<file path="config.mk">
export PLATFORM = sky130hd
export DESIGN_NAME = hub75_scan_ctrl
export DESIGN_NICKNAME = d
export VERILOG_FILES = /design/src/rtl/hub75_scan_ctrl.sv
export SDC_FILE = /design/constraint.sdc
export NUM_CORES = 1
export LEC_CHECK = 0
export CAP_MARGIN = 20
export CORE_ASPECT_RATIO = 1.1
export CORE_MARGIN = 2
export CORE_UTILIZATION = 56
export CTS_CLUSTER_SIZE = 10
export DETAILED_ROUTE_END_ITERATION = 12
export PLACE_DENSITY_LB_ADDON = 0.15
export REMOVE_ABC_BUFFERS = 1
export SLEW_MARGIN = 20
export SYNTH_ARGS = -nofsm -noshare
export SYNTH_HDL_FRONTEND = slang
export SYNTH_SLANG_ARGS = --single-unit
export TNS_END_PERCENT = 20
</file>
<file path="constraint.sdc">
create_clock -name clk_25mhz -period 6.8 [get_ports clk_25mhz]
set_clock_uncertainty 0.15 [all_clocks]
set_input_delay 1.36 -clock clk_25mhz [delete_from_list [all_inputs] [get_ports clk_25mhz]]
set_output_delay 1.36 -clock clk_25mhz [all_outputs]
set_load 0.01 [all_outputs]
</file>
<file path="src/rtl/hub75_scan_ctrl.sv">
// HUB75 LED panel scan controller: fetches a row pair from the framebuffer,
// shifts it out one bit plane at a time, latches it, then shows it for a binary-weighted window.
`timescale 1ns/1ps
module hub75_scan_ctrl #(
  parameter int COLS      = 64,
  parameter int ROW_BITS  = 5,
  parameter int BPP       = 4,
  parameter int BASE_TIME = 32
) (
  input  logic                              clk_25mhz,
  input  logic                              rst_n,
  input  logic                              enable,
  input  logic [7:0]                        brightness,
  output logic                              fb_rd_en,
  output logic [ROW_BITS+$clog2(COLS)-1:0]  fb_addr,
  input  logic [6*BPP-1:0]                  fb_data,
  output logic                              LP_CLK,
  output logic                              LATCH,
  output logic                              NOE,
  output logic [2:0]                        RGB0,
  output logic [2:0]                        RGB1,
  output logic [ROW_BITS-1:0]               ROW,
  output logic                              frame_done
);

  localparam int CW     = $clog2(COLS);
  localparam int PW     = (BPP > 1) ? $clog2(BPP) : 1;
  localparam int WIN_W  = $clog2((BASE_TIME << (BPP - 1)) + 1);
  localparam int PROD_W = WIN_W + 8;
  localparam logic [CW-1:0] LAST_COL   = CW'(COLS - 1);
  localparam logic [PW-1:0] LAST_PLANE = PW'(BPP - 1);

  typedef enum logic [2:0] {
    S_IDLE, S_PREFETCH, S_SHIFT, S_BLANK, S_LATCH, S_DISPLAY
  } state_t;

  // Full brightness lights the whole window; otherwise window*brightness/256, truncated.
  function automatic logic [WIN_W-1:0] on_cycles(input logic [WIN_W-1:0] win,
                                                 input logic [7:0]       br);
    logic [PROD_W-1:0] prod;
    prod = PROD_W'(win) * PROD_W'(br);
    if (br == 8'hff) on_cycles = win;
    else             on_cycles = WIN_W'(prod >> 8);
  endfunction

  state_t                   state_q, state_d;
  logic                     phase_q, phase_d;
  logic [CW-1:0]            col_cnt_q, col_cnt_d;
  logic [ROW_BITS-1:0]      row_cnt_q, row_cnt_d;
  logic [PW-1:0]            bit_plane_q, bit_plane_d;
  logic [WIN_W-1:0]         disp_cnt_q, disp_cnt_d;
  logic [WIN_W-1:0]         on_q, on_d;
  logic [2:0]               rgb0_q, rgb0_d, rgb1_q, rgb1_d;
  logic [ROW_BITS-1:0]      row_q, row_d;
  logic [ROW_BITS+CW-1:0]   fb_addr_q, fb_addr_d;
  logic                     lp_clk_q, lp_clk_d, latch_q, latch_d, noe_q, noe_d;
  logic                     fb_rd_en_q, fb_rd_en_d, frame_done_q, frame_done_d;

  logic [5:0][BPP-1:0]      chan;
  logic [WIN_W-1:0]         win;
  logic                     plane_last, row_last;
  logic [PW-1:0]            plane_nx;
  logic [ROW_BITS-1:0]      row_nx;

  assign chan       = fb_data;
  assign win        = WIN_W'(BASE_TIME) << bit_plane_q;
  assign plane_last = (bit_plane_q == LAST_PLANE);
  assign row_last   = (row_cnt_q == '1);
  assign plane_nx   = plane_last ? '0 : bit_plane_q + PW'(1);
  assign row_nx     = plane_last ? row_cnt_q + ROW_BITS'(1) : row_cnt_q;

  always_comb begin
    state_d      = state_q;
    phase_d      = phase_q;
    col_cnt_d    = col_cnt_q;
    row_cnt_d    = row_cnt_q;
    bit_plane_d  = bit_plane_q;
    disp_cnt_d   = disp_cnt_q;
    on_d         = on_q;
    rgb0_d       = rgb0_q;
    rgb1_d       = rgb1_q;
    row_d        = row_q;
    fb_addr_d    = fb_addr_q;
    lp_clk_d     = 1'b0;
    latch_d      = 1'b0;
    noe_d        = 1'b1;
    fb_rd_en_d   = 1'b0;
    frame_done_d = 1'b0;
    case (state_q)
      S_IDLE: begin
        if (enable) begin
          state_d    = S_PREFETCH;
          fb_rd_en_d = 1'b1;
          fb_addr_d  = {row_cnt_q, {CW{1'b0}}};
          col_cnt_d  = '0;
          phase_d    = 1'b0;
        end
      end
      S_PREFETCH: begin
        state_d = S_SHIFT;
        phase_d = 1'b0;
      end
      S_SHIFT: begin
        // Data read last cycle is captured as LP_CLK rises; the next column is requested alongside.
        if (!phase_q) begin
          phase_d  = 1'b1;
          lp_clk_d = 1'b1;
          rgb0_d   = {chan[5][bit_plane_q], chan[4][bit_plane_q], chan[3][bit_plane_q]};
          rgb1_d   = {chan[2][bit_plane_q], chan[1][bit_plane_q], chan[0][bit_plane_q]};
          if (col_cnt_q != LAST_COL) begin
            fb_rd_en_d = 1'b1;
            fb_addr_d  = {row_cnt_q, col_cnt_q + CW'(1)};
          end
        end else if (col_cnt_q == LAST_COL) begin
          state_d = S_BLANK;
          phase_d = 1'b0;
          row_d   = row_cnt_q;
        end else begin
          col_cnt_d = col_cnt_q + CW'(1);
          phase_d   = 1'b0;
        end
      end
      S_BLANK: begin
        state_d = S_LATCH;
        latch_d = 1'b1;
      end
      S_LATCH: begin
        state_d    = S_DISPLAY;
        disp_cnt_d = '0;
        on_d       = on_cycles(win, brightness);
        noe_d      = (on_d == '0);
      end
      S_DISPLAY: begin
        if (disp_cnt_q == win - WIN_W'(1)) begin
          bit_plane_d = plane_nx;
          row_cnt_d   = row_nx;
          if (enable) begin
            state_d    = S_PREFETCH;
            fb_rd_en_d = 1'b1;
            fb_addr_d  = {row_nx, {CW{1'b0}}};
            col_cnt_d  = '0;
            phase_d    = 1'b0;
          end else begin
            state_d = S_IDLE;
          end
        end else begin
          disp_cnt_d   = disp_cnt_q + WIN_W'(1);
          noe_d        = (disp_cnt_d >= on_q);
          frame_done_d = (disp_cnt_d == win - WIN_W'(1)) && plane_last && row_last;
        end
      end
      default: state_d = S_IDLE;
    endcase
  end

  always_ff @(posedge clk_25mhz) begin
    if (!rst_n) begin
      state_q      <= S_IDLE;
      phase_q      <= 1'b0;
      col_cnt_q    <= '0;
      row_cnt_q    <= '0;
      bit_plane_q  <= '0;
      disp_cnt_q   <= '0;
      on_q         <= '0;
      rgb0_q       <= '0;
      rgb1_q       <= '0;
      row_q        <= '0;
      fb_addr_q    <= '0;
      lp_clk_q     <= 1'b0;
      latch_q      <= 1'b0;
      noe_q        <= 1'b1;
      fb_rd_en_q   <= 1'b0;
      frame_done_q <= 1'b0;
    end else begin
      state_q      <= state_d;
      phase_q      <= phase_d;
      col_cnt_q    <= col_cnt_d;
      row_cnt_q    <= row_cnt_d;
      bit_plane_q  <= bit_plane_d;
      disp_cnt_q   <= disp_cnt_d;
      on_q         <= on_d;
      rgb0_q       <= rgb0_d;
      rgb1_q       <= rgb1_d;
      row_q        <= row_d;
      fb_addr_q    <= fb_addr_d;
      lp_clk_q     <= lp_clk_d;
      latch_q      <= latch_d;
      noe_q        <= noe_d;
      fb_rd_en_q   <= fb_rd_en_d;
      frame_done_q <= frame_done_d;
    end
  end

  assign fb_rd_en   = fb_rd_en_q;
  assign fb_addr    = fb_addr_q;
  assign LP_CLK     = lp_clk_q;
  assign LATCH      = latch_q;
  assign NOE        = noe_q;
  assign RGB0       = rgb0_q;
  assign RGB1       = rgb1_q;
  assign ROW        = row_q;
  assign frame_done = frame_done_q;

endmodule

</file>
==> results.yml, run 1 <==
die:
  core_um2: 7780
  initial_core_util_pct: 56.9
  fp.dieH_um: 97.3
  dieArea_um2: 8630
  ios: 62
  num_rows: 34
  die_w_um: 88.8
sta:
  hold_viol: 0
  finalSetupViolCount: 0
  fmax_mhz: 188
  post-route-period-util_pct: 78.3
  rsz0062_at_grt: "false"
  finalCriticalPeriod_ns: 5.32
  fin_tns_setup_ns: 0
  timing.slew.headroom_pct: 38.2
  tightestPinTransition_ns: 0.925
  final_max_slew_viol_count: 0
detailed_routing:
  drc: 0
  drt-initial-drc-count: 165
  firstDrtPassIters: 4
  met1_length_um: 4030
  wl_met3_um: 297
  wl_per_cell_um: 13.8
  met2_length_um: 4940
  via_per_inst: 5.47
  vias: 3722
  drt-total-wl_um: 9390
  dr.max_layer_used: "met4"
  final_antenna_net_count: 0
logic_synthesis:
  ys_ff_latch: 62
  synthesis.area_um2: 4430
  ys_warn_count: 0
  syn_area_per_cell_um2: 8.58
  async_flop_share_pct: 0
  seq_area_frac_synth_pct: 28.0
  ys_types: 53
  netlist_instances: 516
  synth_edf_count: 0
  synthFlopType: "dfxtp_1"
cells_and_area:
  layout_common_cells: "62 x dfxtp_1, 61 x clkdlybuf4s50_1, 59 x nor2_1"
  fin_cells: 680
  drive_above_1_share_pct: 5.94
  n_antenna_cell: 0
  fillerInstances: 655
  areaGrowthSynthToFinish_pct: 19.1
  fin_nets: 663
  mostFrequentLayoutCell: "dfxtp_1"
  final_core_util_pct: 67.7
grt:
  grt_overflow: 0
  first_global_vias: 3610
  grt_pass1_wl_um: 16400
  grt_max_degree: 55
  antenna_found_initial: 0
  grt_usage_pct: 23.7
clocking:
  worstSkewPairLatency_ns: 0.35
  clk_path_buf_depth: 2
  cts_resized: 0
  cts.reportedPaths.clkPinSlew_ns: 0.07
  cts_buffers: 9
  cts_num_sinks: 62
  cts_hold_buf: 0
  postCtsSetupBuffers: 0
  htree_num_levels: 3
  root_buffer: "clkbuf_8"
  cts_tree: "built"
setup_path:
  critPathCaptureType: "flip-flop"
  critical_path_class: "input pin to flip-flop"
  crit_required_ns: 6.89
  critPathMaxFanout: 5
  cp-start-kind: "input pin"
  arrival_ns: 5.41
power:
  pwr-share-comb_pct: 14.1
  p_per_area_nw_per_um2: 153
  p_int_mw: 0.599
  pwr-share-clk_pct: 38.6
  seq_power_share_pct: 47.3
  switching_share_pct: 25.8
  switching_power_mw: 0.208
  leakagePower_nw: 2.20
  ir_drop_uv: 106
  total_power_mw: 0.808
place:
  hpwl_um: 7220
  portBuffers: 61
  gp_congestion: 0.842
  placedCellCount: 664
min_path:
  hp-class: "flip-flop to flip-flop"
status:
  outcome: "finished, final reports clean"
run:
  max-cap-violations: 0
final timing paths:
| path | start | end | slack, ns | depth (start not counted) |
|---|---|---|---|---|
| max reg2reg | bit_plane_q[0] | NOE | 1.75 | 14 |
| min | on_q[1] | on_q[1] | 0.31 | 2 |
| max | brightness[7] | NOE | 1.48 | 14 |
| min reg2reg | on_q[1] | on_q[1] | 0.31 | 2 |
cells in the mapped netlist (5+ instances only):
library cell   n  area, µm²
mux4_2         6        135
nand3_1       17       85.1
and3_1         5       31.3
mux2i_1       15        150
or3_1          5       31.3
clkbuf_1      16       60.1
nor3_1         9       45.0
nor2_1        59        221
inv_1         40        150
nand2_1       48        180
fa_1          12        240
xor2_1        13        114
xnor2_1       15        131
o21ai_0       17       85.1
a22oi_1        7       52.6
dfxtp_1       62       1240
a21oi_1       32        160
and2_1        24        150
nand4_1        6       37.5
ha_1          49        613
state kept, by name, indices dropped and copies added, names as in the netlist:
name and cells:
NOE 1, fb_rd_en 1, LP_CLK 1, state_q 3, ROW 5, col_cnt_q 6
row_cnt_q 5, RGB1 3, fb_addr 11, phase_q 1, LATCH 1, frame_done 1
RGB0 3, disp_cnt_q 9, on_q 9, bit_plane_q 2
per-stage QoR:
step,setup slack [ns],instance area (µm²),hold WS (ns)
after CTS,1.47,5270,0.311
after detailed placement,1.13,5080,0.300
after global placement,1.28,5080,0.294
final,1.48,5270,0.307
after global routing,1.17,5270,0.328
after floorplan,1.96,4330,0.282
cell families (layout without fill, tap and decap cells):
group	Yosys count	after routing	synth area share (%)
buf+inv	63	119	5.71
flops	62	62	28.0
fa+ha+maj	62	62	19.5
simple gates	191	191	20.7
xor+xnor	30	30	6.44
compound gates	87	87	13.1
mux	21	21	6.44
final cells by class:
type                       instances  area, µm²  share of cell area (%)
clock buffer                      10        128                    2.42
clock inverter                     6       62.6                    1.19
inverter                          41        154                    2.92
multi-input combinational        391       2930                    55.6
sequential                        62       1240                    23.5
tap                              108        135                    2.56
timing repair buffer              62        618                    11.7
power groups by stage:
stage	Sequential, mW	Combinational (mW)	Clock, mW
final	0.382	0.114	0.312
after global routing	0.383	0.127	0.335
after CTS	0.382	0.114	0.317
after detailed placement	0.390	0.114	0
after global placement	0.390	0.111	0
after floorplan	0.393	0.0583	0
worst max-delay path: stages:
cell,delay (ns)
clkdlybuf4s50_1,0.54
nand2_1,0.10
fa_1,0.52
fa_1,0.52
fa_1,0.55
inv_1,0.05
ha_1,0.29
ha_1,0.37
nor3_1,0.19
nor2_1,0.07
o22ai_1,0.21
mux2i_1,0.24
nor2_1,0.09
o41ai_1,0.32
metal layers:
layer	GRT usage [%]	up-vias
met5	0	-
met4	7.11	0
met3	4.50	11
met2	41.4	63
met1	29.0	1770
li1	-	1878
No activity file was read; power rests on OpenSTA's default activity.
==> inputs of run 2 (changes only) <==
==> constraint.sdc (replaced) <==
create_clock -name clk_25mhz -period 5.16 [get_ports clk_25mhz]
set_clock_uncertainty 0.15 [all_clocks]
set_input_delay 1.032 -clock clk_25mhz [delete_from_list [all_inputs] [get_ports clk_25mhz]]
set_output_delay 1.032 -clock clk_25mhz [all_outputs]
set_load 0.01 [all_outputs]
==> results.yml, run 2 (same netlist as run 1, synthesis figures left out) <==
status:
  outcome: "finished, final reports clean"
power:
  pwr-share-comb_pct: 14.0
  switching_share_pct: 26.2
  p_int_mw: 0.806
  pwr-share-clk_pct: 39.9
  total_power_mw: 1.09
  switching_power_mw: 0.286
  p_per_area_nw_per_um2: 204
  leakagePower_nw: 2.23
  ir_drop_uv: 109
  seq_power_share_pct: 46.1
setup_path:
  r2r_setup_slack_ns: 0.42
  cp_slowest_cell: "fa_1"
  crit_required_ns: 5.27
  critPathCaptureType: "flip-flop"
  critPathMaxStageDelay_ns: 0.54
  arrival_ns: 4.98
  critical_path_class: "input pin to flip-flop"
  regToRegEndpoint: "NOE"
  r2r-start: "bit_plane_q[0]"
  cp-start-kind: "input pin"
  critPathMaxFanout: 3
  cp-startpoint: "brightness[7]"
  crit_path_frequent_cell: "fa_1"
  cp_cell_sequence: "clkdlybuf4s50_1, nand2_1, fa_1, fa_1, fa_1, inv_1, ha_1, ha_1, nor3_1, nor2_1, o22ai_1, mux2i_1, nor2_1, o41ai_1"
  r2r_cells: 15
die:
  initial_core_util_pct: 56.9
  ios: 62
  fp.dieH_um: 97.3
  dieArea_um2: 8630
  num_rows: 34
  core_um2: 7780
  die_w_um: 88.8
grt:
  gr-usage-met1_pct: 29.9
  grt_pass1_wl_um: 17000
  grt_overflow: 0
  antenna_found_initial: 0
  grt_max_degree: 55
  first_global_vias: 3721
  top_usage_layer: "met2"
  grt_usage_pct: 24.6
  use_met2_pct: 42.5
  grt_util_met3_pct: 6.12
sta:
  finalSetupViolCount: 0
  fmax_mhz: 205
  fin_tns_setup_ns: 0
  worst_slack_ns: 0.292
  finalCriticalPeriod_ns: 4.87
  timing.slew.headroom_pct: 35.6
  hold_viol: 0
  rsz0062_at_grt: "false"
  tightestPinTransition_ns: 0.965
  final_max_slew_viol_count: 0
  post-route-period-util_pct: 94.3
detailed_routing:
  wl_per_cell_um: 14.2
  firstDrtPassIters: 5
  drc: 0
  drt-initial-drc-count: 146
  via_per_inst: 5.48
  vias: 3770
  drt-total-wl_um: 9790
  final_antenna_net_count: 0
cells_and_area:
  areaGrowthSynthToFinish_pct: 20.7
  drive_above_1_share_pct: 7.24
  fin_nets: 671
  fin_cells: 688
  mostFrequentLayoutCell: "dfxtp_1"
  n_antenna_cell: 0
  finalInstanceArea_um2: 5340
  largest_register_ffs: 11
  layout_common_cells: "62 x dfxtp_1, 61 x clkdlybuf4s50_1, 59 x nor2_1"
clocking:
  postCtsSetupBuffers: 0
  cts_buffers: 9
  cts_tree: "built"
  cts_hold_buf: 0
  root_buffer: "clkbuf_8"
  worstSkewPairLatency_ns: 0.36
  cts_num_sinks: 62
  htree_num_levels: 3
  clk_path_buf_depth: 2
  cts.reportedPaths.clkPinSlew_ns: 0.08
  cts_resized: 0
place:
  placedCellCount: 672
  dpl-instance-area_um2: 5140
  portBuffers: 61
  gp_congestion: 0.865
  pre_cts_slack_ns: -0.0907
  hpwl_um: 7410
min_path:
  worstHoldStart: "RGB1[0]"
  hold_depth: 2
  min_to: "RGB1[0]"
  hp-class: "flip-flop to flip-flop"
run:
  max-cap-violations: 0
==> run 2: cell count changes in the layout (fill, tap and decap cells not counted) <==
cell / previous run / this run
buf_4: 1 / 9
clkbuf_8: 9 / 10
clkinv_2: 3 / 1
clkinv_4: 2 / 1
clkinvlp_4: 0 / 2
==> run 2: metal layers <==
metal | vias to the layer above | routed length [µm] | share of wire, %
met4 | 0 | 159 | 1.6
met3 | 14 | 389 | 4.0
li1 | 1889 | - | -
met2 | 93 | 5160 | 53
met1 | 1774 | 4090 | 42
met5 | - | 0 | 0
==> run 2: final cells by class <==
cell class	instances	area, µm²
clock buffers	11	141
inverters	41	154
multi-input cells	391	2930
repair buffers	70	678
well taps	108	135
clock inverters	5	58.8
flip-flops and latches	62	1240
fillers	650	2440
==> run 2: critical path, delay by kind of cell <==
kind / cells / cell delay, ns
AO/OA/AOI/OAI: 2 / 0.54
multiplexers: 1 / 0.24
buffers and inverters: 2 / 0.51
adder cells (fa/ha/maj): 5 / 2.21
AND/OR/NAND/NOR: 4 / 0.44
==> run 2: power groups by stage <==
| stage | logic, mW | registers [mW] | clock network (mW) |
|---|---|---|---|
| 2_1_floorplan | 0.0768 | 0.517 | 0 |
| 3_3_place_gp | 0.149 | 0.514 | 0 |
| 3_5_place_dp | 0.153 | 0.514 | 0 |
| 4_1_cts | 0.154 | 0.503 | 0.439 |
| 5_1_grt | 0.170 | 0.505 | 0.463 |
| 6_report | 0.153 | 0.503 | 0.435 |
==> run 2: metrics by stage <==
step	hold slack (ns)	util, %
5_1_grt	0.333	68.6
3_5_place_dp	0.300	66.0
4_1_cts	0.310	68.6
2_1_floorplan	0.282	-
6_report	0.307	68.6
3_3_place_gp	0.294	66.0
==> run 2: worst max-delay path by stage <==
stage	to	cells after the start
2_1_floorplan	NOE	13
3_3_place_gp	NOE	14
3_5_place_dp	NOE	14
4_1_cts	NOE	14
5_1_grt	NOE	14
6_report	NOE	14
